--- config.mk ---
export PLATFORM = sky130hd
export DESIGN_NAME = stage_1_bool_nway
export DESIGN_NICKNAME = d
export VERILOG_FILES = /design/src/rtl/stage_1_bool_nway.sv
export SDC_FILE = /design/constraint.sdc
export NUM_CORES = 1
export LEC_CHECK = 0
export CAP_MARGIN = 20
export CORE_UTILIZATION = 59
export CTS_CLUSTER_SIZE = 40
export DETAILED_ROUTE_END_ITERATION = 8
export DONT_BUFFER_PORTS = 1
export GPL_TIMING_DRIVEN = 0
export PLACE_DENSITY = 0.83
export SETUP_SLACK_MARGIN = 0.4
export SYNTH_ARGS = -nofsm -noshare
export SYNTH_HDL_FRONTEND = slang
export SYNTH_SLANG_ARGS = --single-unit
--- constraint.sdc ---
create_clock -name clk_stage_1 -period 9.8 [get_ports clk_stage_1]
set_input_delay 0.98 -clock clk_stage_1 [delete_from_list [all_inputs] [get_ports clk_stage_1]]
set_output_delay 0.98 -clock clk_stage_1 [all_outputs]
set_load 0.01 [all_outputs]
--- src/rtl/stage_1_bool_nway.sv ---
// Entropy-encoder stage 1: LUT lookup, range pre-shifts and Boolean-lane masks for NUM_LANES symbols.
// Latency 1 cycle. A 2-entry main/skid buffer holds outputs stable while out_ready is low.

module lut_u_module #(
  parameter int SYMBOL_WIDTH   = 4,
  parameter int LUT_ADDR_WIDTH = 8,
  parameter int LUT_DATA_WIDTH = 16
) (
  input  logic [LUT_ADDR_WIDTH-1:0] addr,
  output logic [LUT_DATA_WIDTH-1:0] data
);
  localparam int TW = LUT_DATA_WIDTH + SYMBOL_WIDTH;

  // Lower CDF bound of symbol s in an alphabet of n = addr_hi+1 symbols: s * 2^(DW-2) / n
  logic [TW-1:0] num;
  logic [TW-1:0] den;

  assign num  = TW'(addr[SYMBOL_WIDTH-1:0]) << (LUT_DATA_WIDTH - 2);
  assign den  = TW'(addr[LUT_ADDR_WIDTH-1:SYMBOL_WIDTH]) + TW'(1);
  assign data = LUT_DATA_WIDTH'(num / den);
endmodule

module lut_v_module #(
  parameter int SYMBOL_WIDTH   = 4,
  parameter int LUT_ADDR_WIDTH = 8,
  parameter int LUT_DATA_WIDTH = 16
) (
  input  logic [LUT_ADDR_WIDTH-1:0] addr,
  output logic [LUT_DATA_WIDTH-1:0] data
);
  localparam int TW = LUT_DATA_WIDTH + SYMBOL_WIDTH;

  // Upper CDF bound: (s+1) * 2^(DW-2) / n
  logic [TW-1:0] num;
  logic [TW-1:0] den;

  assign num  = (TW'(addr[SYMBOL_WIDTH-1:0]) + TW'(1)) << (LUT_DATA_WIDTH - 2);
  assign den  = TW'(addr[LUT_ADDR_WIDTH-1:SYMBOL_WIDTH]) + TW'(1);
  assign data = LUT_DATA_WIDTH'(num / den);
endmodule

module stage_1_bool_nway #(
  parameter int RANGE_WIDTH    = 16,
  parameter int SYMBOL_WIDTH   = 4,
  parameter int LUT_ADDR_WIDTH = 8,
  parameter int LUT_DATA_WIDTH = 16,
  parameter int NUM_LANES      = 3,
  parameter int CNT_WIDTH      = 4
) (
  input  logic                              clk_stage_1,
  input  logic                              reset,
  input  logic                              in_valid,
  output logic                              in_ready,
  input  logic [RANGE_WIDTH-1:0]            FL,
  input  logic [RANGE_WIDTH-1:0]            FH,
  input  logic [SYMBOL_WIDTH:0]             NSYMS,
  input  logic [NUM_LANES*SYMBOL_WIDTH-1:0] SYMBOL,
  input  logic [NUM_LANES-1:0]              bool_flag,
  output logic                              out_valid,
  input  logic                              out_ready,
  output logic [RANGE_WIDTH-1:0]            UU,
  output logic [RANGE_WIDTH-1:0]            VV,
  output logic                              COMP_mux_1,
  output logic [LUT_DATA_WIDTH-1:0]         lut_u_out,
  output logic [LUT_DATA_WIDTH-1:0]         lut_v_out,
  output logic [LUT_DATA_WIDTH-1:0]         lut_uv_out,
  output logic [NUM_LANES*SYMBOL_WIDTH-1:0] out_symbol,
  output logic [NUM_LANES-1:0]              bool_out,
  output logic [NUM_LANES*RANGE_WIDTH-1:0]  op_iso,
  output logic [CNT_WIDTH-1:0]              lane_count,
  output logic                              param_err
);

  if (LUT_ADDR_WIDTH != 2*SYMBOL_WIDTH) begin : g_bad_lut_addr
    $error("stage_1_bool_nway: LUT_ADDR_WIDTH must equal 2*SYMBOL_WIDTH");
  end
  if (NUM_LANES < 1 || NUM_LANES > 8) begin : g_bad_lanes
    $error("stage_1_bool_nway: NUM_LANES must be 1..8");
  end
  if (CNT_WIDTH < $clog2(NUM_LANES+1)) begin : g_bad_cnt
    $error("stage_1_bool_nway: CNT_WIDTH too narrow for NUM_LANES");
  end

  typedef enum logic [1:0] {EMPTY, ONE, FULL} state_t;

  typedef struct packed {
    logic [RANGE_WIDTH-1:0]            uu;
    logic [RANGE_WIDTH-1:0]            vv;
    logic                              comp;
    logic [LUT_DATA_WIDTH-1:0]         lut_u;
    logic [LUT_DATA_WIDTH-1:0]         lut_v;
    logic [LUT_DATA_WIDTH-1:0]         lut_uv;
    logic [NUM_LANES*SYMBOL_WIDTH-1:0] sym;
    logic [NUM_LANES-1:0]              bool_lane;
    logic [NUM_LANES*RANGE_WIDTH-1:0]  iso;
    logic [CNT_WIDTH-1:0]              cnt;
    logic                              err;
  } word_t;

  logic [SYMBOL_WIDTH-1:0]   sym0;
  logic [SYMBOL_WIDTH-1:0]   nsyms_m1;
  logic [LUT_ADDR_WIDTH-1:0] lut_addr;
  logic [LUT_DATA_WIDTH-1:0] lut_u;
  logic [LUT_DATA_WIDTH-1:0] lut_v;
  word_t                     in_w;

  state_t state_q, state_d;
  word_t  main_q, main_d;
  word_t  skid_q, skid_d;
  logic   in_ready_q, in_ready_d;
  logic   out_valid_q, out_valid_d;
  logic   accept, emit;

  // NSYMS=0 wraps to all-ones in the address, matching the legacy stage
  assign sym0     = SYMBOL[SYMBOL_WIDTH-1:0];
  assign nsyms_m1 = SYMBOL_WIDTH'(NSYMS - {{SYMBOL_WIDTH{1'b0}}, 1'b1});
  assign lut_addr = {nsyms_m1, sym0};

  lut_u_module #(
    .SYMBOL_WIDTH  (SYMBOL_WIDTH),
    .LUT_ADDR_WIDTH(LUT_ADDR_WIDTH),
    .LUT_DATA_WIDTH(LUT_DATA_WIDTH)
  ) u_lut_u (
    .addr(lut_addr),
    .data(lut_u)
  );

  lut_v_module #(
    .SYMBOL_WIDTH  (SYMBOL_WIDTH),
    .LUT_ADDR_WIDTH(LUT_ADDR_WIDTH),
    .LUT_DATA_WIDTH(LUT_DATA_WIDTH)
  ) u_lut_v (
    .addr(lut_addr),
    .data(lut_v)
  );

  always_comb begin
    logic run;
    in_w           = '0;
    in_w.uu        = FL >> 6;
    in_w.vv        = FH >> 6;
    in_w.comp      = ~FL[RANGE_WIDTH-1];
    in_w.lut_u     = lut_u;
    in_w.lut_v     = lut_v;
    in_w.lut_uv    = lut_u - lut_v;
    in_w.sym       = SYMBOL;
    in_w.bool_lane = ~bool_flag;
    // Prefix-AND over Boolean lanes: masks and count stop at the first non-Boolean lane
    run = 1'b1;
    for (int i = 0; i < NUM_LANES; i++) begin
      run = run & ~bool_flag[i];
      in_w.iso[i*RANGE_WIDTH +: RANGE_WIDTH] = {RANGE_WIDTH{run}};
      if (run) begin
        in_w.cnt = in_w.cnt + CNT_WIDTH'(1);
      end
    end
    in_w.err = (NSYMS == '0)
            || (NSYMS[SYMBOL_WIDTH] && (NSYMS[SYMBOL_WIDTH-1:0] != '0))
            || (bool_flag[0] && ({1'b0, sym0} >= NSYMS));
  end

  assign accept = in_valid && in_ready_q;
  assign emit   = out_valid_q && out_ready;

  always_comb begin
    state_d = state_q;
    main_d  = main_q;
    skid_d  = skid_q;
    case (state_q)
      EMPTY: begin
        if (accept) begin
          main_d  = in_w;
          state_d = ONE;
        end
      end
      ONE: begin
        if (accept && emit) begin
          main_d = in_w;
        end else if (accept) begin
          skid_d  = in_w;
          state_d = FULL;
        end else if (emit) begin
          state_d = EMPTY;
        end
      end
      FULL: begin
        if (emit) begin
          main_d  = skid_q;
          state_d = ONE;
        end
      end
      default: state_d = EMPTY;
    endcase
    in_ready_d  = (state_d != FULL);
    out_valid_d = (state_d != EMPTY);
  end

  always_ff @(posedge clk_stage_1 or posedge reset) begin
    if (reset) begin
      state_q     <= EMPTY;
      main_q      <= '0;
      skid_q      <= '0;
      in_ready_q  <= 1'b0;
      out_valid_q <= 1'b0;
    end else begin
      state_q     <= state_d;
      main_q      <= main_d;
      skid_q      <= skid_d;
      in_ready_q  <= in_ready_d;
      out_valid_q <= out_valid_d;
    end
  end

  assign in_ready   = in_ready_q;
  assign out_valid  = out_valid_q;
  assign UU         = main_q.uu;
  assign VV         = main_q.vv;
  assign COMP_mux_1 = main_q.comp;
  assign lut_u_out  = main_q.lut_u;
  assign lut_v_out  = main_q.lut_v;
  assign lut_uv_out = main_q.lut_uv;
  assign out_symbol = main_q.sym;
  assign bool_out   = main_q.bool_lane;
  assign op_iso     = main_q.iso;
  assign lane_count = main_q.cnt;
  assign param_err  = main_q.err;

endmodule
==> flow_metrics.env, run 1 <==
export IMPL_grt_antenna_before_repair=16
export IMPL_die_w_um=214.4
export IMPL_clock_root_buffer="clkbuf_16"
export IMPL_dp_hpwl_um=62450
export IMPL_syn_area_um2=26630
export IMPL_synthXorXnorAreaFrac_pct=5.935
export IMPL_dieHeight_um=214.4
export IMPL_rows=77
export IMPL_ys_ff_latch=182
export IMPL_synth_edf_count=0
export IMPL_yosysWarnings=0
export IMPL_synth_mux_area_share_pct=7.162
export IMPL_overflow=93
export IMPL_yosys_top_cells_area="dfrtp_1, ha_1, nand2_1"
export IMPL_cts_made_buffers=25
export IMPL_synth_top_family_by_area="compound AO/OA/AOI/OAI gates"
export IMPL_ys_async_sr_fraction_pct=100.0
export IMPL_netlist_instances=3528
export IMPL_synthAdderAreaFrac_pct=8.374
export IMPL_cts_sinks=182
export IMPL_synth_area_leader_cell="dfrtp_1"
export IMPL_grt_usage_pct=77.73
export IMPL_outcome="did not finish"
export IMPL_yosysSeqAreaShare_pct=17.11
export IMPL_grt_worst_endpoint="lut_uv_out[14]$_DFFE_PP0P_/D"
export IMPL_hold_buffers=0
export IMPL_portBuffers=0
export IMPL_yosysTopAreaCellShare_pct=17.11
export IMPL_ys_types=135
export IMPL_synth_main_ff_cell="dfrtp_1"
export IMPL_h_tree_depth=4
export IMPL_failed_stage="global routing (5_1_grt)"
export IMPL_post_place_ws_ns=-35.92
export IMPL_firstError="[ERROR GRT-0232] Routing congestion too high. Check the congestion heatmap in the GUI."
export IMPL_cts_buffer_depth=3
export IMPL_synth_compound_area_share_pct=30.42
export IMPL_gp_congestion=0.9764
export IMPL_grt_max_degree=107
export IMPL_io_pins=207
export IMPL_syn_area_per_cell_um2=7.547
export IMPL_start_util_pct=60.08
export IMPL_worstEpCategory="register data pin"
export IMPL_synthSimpleGateAreaFrac_pct=25.56
-- cell usage after synthesis, drive strengths merged (14+ instances only) --
cell       n
nand2    371
nor2     324
o21ai    272
a21oi    257
dfrtp    182
ha       175
a21o     127
buf      110
mux2     103
nand3    103
xnor2    103
clkbuf    97
inv       93
a31oi     91
nor3      87
nand2b    75
xor2      74
mux2i     69
nand4     60
and2      54
a211oi    47
o21a      47
and3      44
o211ai    44
o31ai     44
nor2b     36
a211o     27
nor4      27
or3       26
or2       25
or4       24
o22ai     18
and4      16
o2111ai   16
o211a     14
o21bai    14
-- cell families after synthesis --
family | Yosys count
compound gates | 1190
other cells | 1
simple gates | 1325
flops | 182
fa+ha+maj | 177
buf+inv | 303
xor+xnor | 178
mux | 172
-- stage by stage --
| step | area, um2 | cells |
|---|---|---|
| 2_1_floorplan | 27550 | 3541 |
| 4_1_cts | 33250 | 4537 |
| 3_3_place_gp | 28290 | 4133 |
| 3_5_place_dp | 28410 | 4137 |
-- routing by layer --
| layer | GRT overflow | GRT usage (%) |
|---|---|---|
| met1 | 5 | 76.29 |
| met2 | 47 | 91.87 |
| met3 | 9 | 68.57 |
| met4 | 32 | 71.17 |
| met5 | 0 | 54.37 |
-- what timing repair did --
action,in CTS
gates cloned,2
buffers inserted,366
setup endpoints to repair,92
gates resized for setup,279
pin swaps,182
==> inputs of run 2 (changes only) <==
- CORE_UTILIZATION: 59 -> 40
- CTS_CLUSTER_SIZE: 40 -> not set
- PLACE_DENSITY: 0.83 -> not set
- PLACE_DENSITY_LB_ADDON: not set -> 0.15
- SETUP_SLACK_MARGIN: 0.4 -> not set
==> run 2 against run 1 <==
Effect of this change:
- the flow now finishes, with violations (negative setup slack)
- area after synthesis unchanged
- synthesized cell count unchanged
==> flow_metrics.env, run 2 <==
export IMPL_grt_first_pass_wirelength_um=156300
export IMPL_nNetsFinal=4529
export IMPL_ys_types=135
export IMPL_clock_skew_ns=0.008850
export IMPL_dp_hpwl_um=68400
export IMPL_die_w_um=260
export IMPL_cts_made_buffers=17
export IMPL_syn_area_um2=26630
export IMPL_yosys_top_cells_count="nand2_1, nor2_1, o21ai_0, a21oi_1, dfrtp_1"
export IMPL_io_pins=207
export IMPL_finalInstanceArea_um2=37780
export IMPL_cts_buffer_depth=2
export IMPL_fin_ws_ns=-28.64
export IMPL_cts_sinks=182
export IMPL_final_common_cell="buf_4"
export IMPL_syn_area_per_cell_um2=7.547
export IMPL_synth_edf_count=0
export IMPL_place_area_um2=28750
export IMPL_dieHeight_um=260
export IMPL_grt_usage_pct=28.29
export IMPL_synth_most_common_cell="nand2_1"
export IMPL_endpoint_kind="flip-flop"
export IMPL_period_share_pct=392.3
export IMPL_crit_arrival_ns=38.81
export IMPL_drc_errors=0
export IMPL_routed_wl_um=101800
export IMPL_rows=94
export IMPL_largest_register="skid_q"
export IMPL_start_util_pct=40.43
export IMPL_cp_start_kind="input pin"
export IMPL_core_area_um2=65860
export IMPL_grt_max_degree=104
export IMPL_cpMaxStageDelayCell="a2111o_1"
export IMPL_cap_viol_max_count=0
export IMPL_tightest_slew_ns=0.9986
export IMPL_worstPathRequired_ns=10.17
export IMPL_path_class="in2reg"
export IMPL_rsz0062_at_grt="true"
export IMPL_post_route_min_period_ns=38.44
export IMPL_yosysWarnings=0
export IMPL_setup_viol=88
export IMPL_overflow=0
export IMPL_wl_per_cell_um=19.67
export IMPL_drt_initial_drc_count=2349
export IMPL_via_count=30820
export IMPL_ant_nets=0
export IMPL_dr_pass1_iters=6
export IMPL_clock_root_buffer="clkbuf_16"
export IMPL_outcome="finished, violations left"
export IMPL_ys_ff_latch=182
export IMPL_crit_top_cell="buf_4"
export IMPL_crit_path_max_fanout=5
export IMPL_gp_congestion=0.8656
export IMPL_ys_async_sr_fraction_pct=100.0
export IMPL_antenna_cells=0
export IMPL_design_die_area_um2=67600
export IMPL_netlist_instances=3528
export IMPL_max_freq_mhz=26.01
export IMPL_hold_class="in2async"
export IMPL_relSlewSlack_pct=31.71
export IMPL_cpPeakStageDelay_ns=0.44
export IMPL_hold_violations=0
export IMPL_grt_antenna_before_repair=0
export IMPL_clk_pin_slew_ns=0.07
export IMPL_layout_common_cells="buf_4, nand2_1, nor2_1, a21oi_1, dfrtp_1"
export IMPL_largest_reg_flops=89
export IMPL_layout_drive_gt1_share_pct=35.09
export IMPL_worstSkewPairLatency_ns=0.45
export IMPL_stdcell_count=5173
export IMPL_syn_to_final_growth_pct=41.88
export IMPL_dpl_cell_count=4409
export IMPL_portBuffers=0
export IMPL_synth_main_ff_cell="dfrtp_1"
export IMPL_grt_pass1_vias=28940
export IMPL_drv_slew=0
export IMPL_violations="negative setup slack"
export IMPL_viasPerCell=5.958
export IMPL_rr_worst_depth=9
export IMPL_cts_tree="yes"
export IMPL_yosysSeqAreaShare_pct=17.11
export IMPL_yosys_top_cells_area="dfrtp_1, ha_1, nand2_1"
export IMPL_h_tree_depth=4
export IMPL_hold_buffers=0
export IMPL_synth_area_leader_cell="dfrtp_1"
export IMPL_yosysTopAreaCellShare_pct=17.11
## run 2: critical path: cells and delay by family
| family | cells | cell delay [ns] |
|---|---|---|
| AOI/OAI and AO/OA | 85 | 13.63 |
| and+or+nand+nor | 65 | 8.97 |
| buffers and inverters | 51 | 5.99 |
| adders and majority gates | 22 | 5.80 |
| muxes | 11 | 3.06 |
| xor gates and xnor gates | 1 | 0.23 |
## run 2: repair_timing
action | CTS | global route
gates resized for setup | 416 | 211
pin swaps | 242 | 215
endpoints found under the setup margin | 92 | 88
buffers inserted | 607 | 136
cloned | 2 | 0
## run 2: layout make-up
cell class	instances	area, um2
timing repair buffer	744	6100
inverter	96	470.5
buffer	198	1465
fill	5794	28090
clock inverter	14	142.6
tap	864	1081
sequential	182	4554
multi-input combinational	3056	23520
timing repair inverter	1	5.005
clock buffer	18	439.2
## run 2: final timing paths
kind	start	endpoint	slack (ns)
setup / recovery	NSYMS[0]	lut_uv_out[14]	-28.64
hold / removal	reset	skid_q[65]	0.45
setup reg to reg	state_q[0]	lut_v_out[4]	6.91
hold reg to reg	skid_q[114]	skid_q[114]	0.48
max in group asynchronous	reset	skid_q[114]	8.42
min in group clk_stage_1	skid_q[114]	skid_q[114]	0.48
## run 2: kinds of logic (layout without fill, tap and decap cells)
group | after synthesis | count (layout) | share of synthesized area, %
AOI/OAI and AO/OA | 1190 | 1190 | 30.42
xor gates and xnor gates | 178 | 178 | 5.935
adders and majority gates | 177 | 177 | 8.374
buffers and inverters | 303 | 1071 | 5.428
DFF | 182 | 182 | 17.11
muxes | 172 | 172 | 7.162
other | 1 | 14 | 0.01408
and+or+nand+nor | 1325 | 1325 | 25.56
## run 2: through the flow
| stage | setup slack (ns) | utilization [%] | TNS (ns) | hold slack, ns |
|---|---|---|---|---|
| finish | -28.64 | 57.36 | -1580.72 | 0.4476 |
| global route | -30.12 | 57.36 | -1673.06 | 0.4954 |
| CTS | -27.63 | 54.45 | -1509.17 | 0.4697 |
| detailed placement | -36.69 | 43.65 | -2166.98 | 0.4650 |
| global placement | -37.69 | 43.47 | -2228.20 | 0.4557 |
| floorplan | -28.50 | - | -1632.23 | 0.4436 |
## run 2: routing by layer
metal / wire [um] / up-vias / part of all wire, % / track usage [%]
li1: - / 14710 / - / -
met1: 44600 / 14830 / 44 / 37.80
met2: 48440 / 1084 / 48 / 48.16
met3: 6027 / 192 / 5.9 / 2.788
met4: 2713 / 0 / 2.7 / 7.680
met5: 0 / - / 0 / 0
Power of run 2 is not shown: default switching activity piles up to over one toggle a cycle in this logic, so the estimate is an artifact.
